<file path="config.mk">
export PLATFORM = sky130hd
export DESIGN_NAME = seq_tx
export DESIGN_NICKNAME = d
export VERILOG_FILES = /design/src/rtl/seq_tx.sv
export SDC_FILE = /design/constraint.sdc
export NUM_CORES = 1
export LEC_CHECK = 0
export ABC_CLOCK_PERIOD_IN_PS = 3000
export CAP_MARGIN = 20
export CORE_MARGIN = 4
export CORE_UTILIZATION = 60
export DETAILED_ROUTE_END_ITERATION = 12
export HOLD_SLACK_MARGIN = 0.15
export PLACE_DENSITY = 0.87
export SLEW_MARGIN = 20
export SYNTH_ARGS = -nofsm -noshare
export SYNTH_HDL_FRONTEND = slang
export SYNTH_SLANG_ARGS = --single-unit
</file>
<file path="constraint.sdc">
create_clock -name clk -period 3 [get_ports clk]
set_input_delay 0.75 -clock clk [delete_from_list [all_inputs] [get_ports clk]]
set_output_delay 0.75 -clock clk [all_outputs]
set_load 0.1 [all_outputs]
</file>
<file path="src/rtl/seq_tx.sv">
// -----------------------------------------------------------------------------
// seq_tx
//
// Transmit side of the sequence capture path. Buffers up to DEPTH words of
// WIDTH bits and, on a start request, replays them in order as OUT_WIDTH-bit
// halves (high half first) over a valid/ack handshake. Playback does not
// consume the buffer, so a stored sequence can be replayed repeatedly.
//
// Ports:
//   clk      in   system clock, all logic on posedge
//   reset    in   asynchronous active-low reset
//   clr      in   synchronous clear of count, err and any playback in flight
//   wr_en    in   one-cycle write strobe (append wr_data while idle)
//   wr_data  in   word to append
//   start    in   one-cycle playback request
//   ack      in   consumer accepts the current dataOut (only while r_o=1)
//   dataOut  out  current half-word, zero when not presenting data
//   r_o      out  dataOut valid
//   busy     out  playback in progress
//   done     out  one-cycle pulse after the last half is accepted
//   count    out  number of stored words (0..DEPTH)
//   err      out  sticky error: 01 overflow, 10 empty start, 11 write while busy
// -----------------------------------------------------------------------------
module seq_tx #(
    parameter int DEPTH     = 10,
    parameter int WIDTH     = 32,
    parameter int OUT_WIDTH = 16
) (
    input  logic                 clk,
    input  logic                 reset,
    input  logic                 clr,
    input  logic                 wr_en,
    input  logic [WIDTH-1:0]     wr_data,
    input  logic                 start,
    input  logic                 ack,
    output logic [OUT_WIDTH-1:0] dataOut,
    output logic                 r_o,
    output logic                 busy,
    output logic                 done,
    output logic [3:0]           count,
    output logic [1:0]           err
);

    typedef enum logic [1:0] {
        IDLE    = 2'd0,
        SEND_HI = 2'd1,
        SEND_LO = 2'd2,
        DONE    = 2'd3
    } state_t;

    localparam logic [3:0] DEPTH_L = 4'(DEPTH);

    state_t         state_q, state_d;
    logic [3:0]     count_q, count_d;
    logic [3:0]     rd_ptr_q, rd_ptr_d;
    logic [1:0]     err_q, err_d;
    logic [3:0]     count_inc;
    logic           mem_we;
    logic [WIDTH-1:0] mem_q [DEPTH];

    // Next-state, error and write-enable logic
    always_comb begin
        state_d   = state_q;
        count_d   = count_q;
        rd_ptr_d  = rd_ptr_q;
        err_d     = err_q;
        count_inc = count_q;
        mem_we    = 1'b0;

        if (clr) begin
            state_d  = IDLE;
            count_d  = 4'd0;
            rd_ptr_d = 4'd0;
            err_d    = 2'b00;
        end else begin
            case (state_q)
                IDLE: begin
                    if (wr_en) begin
                        if (count_q < DEPTH_L) begin
                            mem_we    = 1'b1;
                            count_inc = count_q + 4'd1;
                        end else begin
                            err_d = 2'b01;
                        end
                    end
                    count_d = count_inc;
                    // A write in the same cycle as start is part of the replay,
                    // so the emptiness test uses the post-write count.
                    if (start) begin
                        if (count_inc == 4'd0) begin
                            err_d = 2'b10;
                        end else begin
                            rd_ptr_d = 4'd0;
                            state_d  = SEND_HI;
                        end
                    end
                end
                SEND_HI: begin
                    if (wr_en) err_d = 2'b11;
                    if (ack)   state_d = SEND_LO;
                end
                SEND_LO: begin
                    if (wr_en) err_d = 2'b11;
                    if (ack) begin
                        if (rd_ptr_q == count_q - 4'd1) begin
                            state_d = DONE;
                        end else begin
                            rd_ptr_d = rd_ptr_q + 4'd1;
                            state_d  = SEND_HI;
                        end
                    end
                end
                DONE: begin
                    // Buffer is still locked for the wrap-up cycle.
                    if (wr_en) err_d = 2'b11;
                    state_d = IDLE;
                end
                default: state_d = IDLE;
            endcase
        end
    end

    always_ff @(posedge clk or negedge reset) begin
        if (!reset) begin
            state_q  <= IDLE;
            count_q  <= 4'd0;
            rd_ptr_q <= 4'd0;
            err_q    <= 2'b00;
        end else begin
            state_q  <= state_d;
            count_q  <= count_d;
            rd_ptr_q <= rd_ptr_d;
            err_q    <= err_d;
        end
    end

    // Storage is not reset; only slots below count are ever read.
    always_ff @(posedge clk) begin
        if (mem_we) mem_q[count_q] <= wr_data;
    end

    // Outputs decoded from state and registers only (no path from ack).
    always_comb begin
        dataOut = '0;
        case (state_q)
            SEND_HI: dataOut = mem_q[rd_ptr_q][WIDTH-1:OUT_WIDTH];
            SEND_LO: dataOut = mem_q[rd_ptr_q][OUT_WIDTH-1:0];
            default: dataOut = '0;
        endcase
    end

    assign r_o   = (state_q == SEND_HI) || (state_q == SEND_LO);
    assign busy  = r_o;
    assign done  = (state_q == DONE);
    assign count = count_q;
    assign err   = err_q;

endmodule

</file>
==> results.md <==
* Clock insertion delay at the later pin of the skew report at 0.52 ns
* R2R depth at 8
* HPWL Detailed at 18.2 mm
* Clock share of power at 28.6%
* WL final at 42.8 mm
* PwrDens at 820 mW/mm^2
* Setup CP Type: flip-flop to output port
* RePlAce Congestion at 0.854
* WHS Path Cells at 1
* Seq/Total Area, Yosys at 72.4%
* Met3 wire length at 5.78 mm
* Syn Inst Count at 802
* Crit-path max FO at 21
* Period utilization at 113%
* Place WS at 0.106 ns
* DRT met1 WL at 14.3 mm
* Core Region at 0.0221 mm^2
* Final setup violation count at 17
* FP Rows at 54
* Vias in the first global route at 9162
* Via Count at slightly above 9000
* Routed met2 length at 19.5 mm
* Die area at about 0.025 mm^2
* H-tree depth at 2
* Reg-to-Reg Start: state_q[0]
* Initial antenna violation count at 4
* Main synth FF type: edfxtp_1
* Yosys warns at 0
* Largest net degree at the start of global routing at 33
* Filler cell count at around 1000
* Global-route wire length before repair at a little under 60 mm
* Comb pwr share at 33.8%
* CP endpoint kind: output port
* Initial DRC Count at roughly 1600
* Vias/cell at 7.41
* Final Critical Period at 3.40 ns
* Top Metal Used: met5
* Clk slew on worst S/H paths at approximately 0.070 ns
* CTS Hold Bufs at 0
* Die height at 159 um
* Hold Worst Slack at about 0.60 ns
* Clk buf depth at 3
* Fin. Hold Viols at 0
* Port Buffers at just over 60
* Leak pwr at between 0.005 and 0.006 uW
* Synth area leader: edfxtp_1
* Area delta synth->final at 26.1%
* Drt wl/cell at 34.8 um
* Required @ worst endpoint at 2.25 ns
* Effective utilization at floorplan at 61.9%
* Post-synth top area share at 70.2%
* Worst hold path type: flip-flop to flip-flop
* RSZ-0062 raised after global routing: true
* Clk sinks at 332
* Arrival time of the worst setup path at 2.65 ns
* Worst-Margin Slew at 0.993 ns
* Violated checks: negative setup slack
* Net Count, Synth at 851
* Post-synthesis async set-or-reset flop share at 3.61%
* Final Slew Violations at 0
* Hold Path End: err[0]
* Worst setup margin at -0.395 ns
* Sw Ratio at 33.8%
* DR pass1 iterations at 8
* Fmax at approximately 0.29 GHz
* Number of enable flip-flop cells after synthesis at 320
* Switching power at 4780 uW
* FF-to-FF setup slack at -0.16 ns
* DRC viols at 0
* Die width at roughly 160 um
* Hold Crit Start: err[0]
* Worst setup SP type: flip-flop
* Syn Area/Cell at 17.1 um^2
* Internal at roughly 9400 uW
* GRT Util Overall at 31.2%
* RR Endpoint: rd_ptr_q[1]
* Post-Syn Area at 0.0137 mm^2
* CTS root buffer: clkbuf_16
* Final #Nets at 975
* Power share of the sequential group at 37.6%
* Largest cells by area after synthesis: edfxtp_1, mux2_2, mux2i_1, a22oi_1, dfrtp_1
* Status: complete, but fails checks
* Max Cap Violations at 0
* Ports at 63
* Setup Skew at 0.0196 ns
* Peak VDD IR at 559 uV
* Grt total ovfl at 0
* Synth unique cells at 49
* #FFs+latches synth at around 330
* Commonest non-fill, non-tap cell in the layout: edfxtp_1
* Worst relative slew slack at between 30% and 40%
* Share of layout cells above drive strength 1 at 38.2%
* Post-route ant nets at 0
* Most frequent cells in the layout: edfxtp_1, mux2_2, mux2i_1, nand2_1, buf_4
* CTS Buf Count at 34
* TritonCTS clock tree: yes
-- through the flow --
step	std cells	util (%)	power [uW]	cell area (um^2)	setup TNS (ns)
2_1_floorplan	802	-	7700	13700	0
3_3_place_gp	1136	68.4	8820	15100	0
3_5_place_dp	1136	68.4	8910	15100	0
4_1_cts	1220	76.5	13500	16900	-3.09
5_1_grt	1229	78.1	14400	17300	-5.14
6_report	1229	78.1	14100	17300	-4.36
-- synthesized netlist by cell type, types with 2 or more instances --
master	number
nand2_1	49
o31ai_1	4
clkbuf_1	26
mux2i_1	66
mux2_2	80
o221ai_1	32
inv_1	9
nor2b_1	2
a21oi_1	36
buf_4	4
nor3_1	7
mux4_2	8
ha_1	11
buf_2	16
nand3_1	3
and4_1	10
and2_1	7
and4b_1	8
dfrtp_1	12
nor3b_1	2
xor2_1	2
o22ai_1	2
xnor2_1	2
edfxtp_1	320
buf_1	3
buf_6	3
o21ai_0	7
a22oi_1	41
nor2_1	10
-- cell families after synthesis --
group / count (synthesis) / share of synthesized area [%]
buffers and inverters: 62 / 2.12
adder cells (fa/ha/maj): 11 / 1.01
multiplexers: 154 / 12.7
flip-flops: 332 / 72.4
AND/OR/NAND/NOR: 104 / 4.23
XOR/XNOR: 6 / 0.540
AO/OA/AOI/OAI: 133 / 6.95
-- layer usage --
| metal | vias up | global-route usage, % |
|---|---|---|
| li1 | 3471 | - |
| met1 | 4352 | 41.0 |
| met2 | 1005 | 48.1 |
| met3 | 280 | 7.43 |
| met4 | 2 | 18.1 |
| met5 | - | 0 |
-- layout make-up --
class | instances | area [um^2] | share of cell area [%]
Antenna cell | 3 | 7.51 | 0.0435
Clock buffer | 46 | 917 | 5.32
Clock inverter | 10 | 77.6 | 0.450
Inverter | 10 | 40.0 | 0.232
Multi-Input combinational cell | 408 | 4030 | 23.4
Sequential cell | 332 | 9920 | 57.5
Tap cell | 280 | 350 | 2.03
Timing Repair Buffer | 140 | 1910 | 11.1
-- flip-flops by register name, summed over array words and instances, names as in the netlist --
register / flops
mem_q: 320
count: 4
err: 2
state_q: 2
rd_ptr_q: 4
-- worst max-delay path by stage --
stage | startpoint | endpoint | slack (ns)
4_1_cts | rd_ptr_q[0] | dataOut[9] | -0.24
2_1_floorplan | state_q[1] | dataOut[14] | 0.02
5_1_grt | rd_ptr_q[0] | dataOut[14] | -0.43
6_report | rd_ptr_q[0] | dataOut[14] | -0.40
3_5_place_dp | state_q[0] | dataOut[9] | 0.11
3_3_place_gp | state_q[0] | dataOut[9] | 0.22
-- power by group through the flow --
stage,Sequential [uW],Clock [uW],Combinational (uW)
3_3_place_gp,5380,0,3440
2_1_floorplan,5470,0,2230
6_report,5320,4050,4770
5_1_grt,5320,4240,4840
4_1_cts,5300,3930,4300
3_5_place_dp,5390,0,3530
-- timing repair --
action,CTS,global route
gates cloned,11,1
buffers inserted,17,5
setup endpoints to repair,16,16
gates resized for setup,80,60
pin swaps,38,31
-- critical path: stages, from the launching register on --
cell and delay, ns:
dfrtp_4 0.49, buf_12 0.14, buf_16 0.19, mux2_2 0.39, a21oi_1 0.30, o221ai_2 0.16
and4b_2 0.29, buf_12 0.17
(Power assumes the default switching activity.)
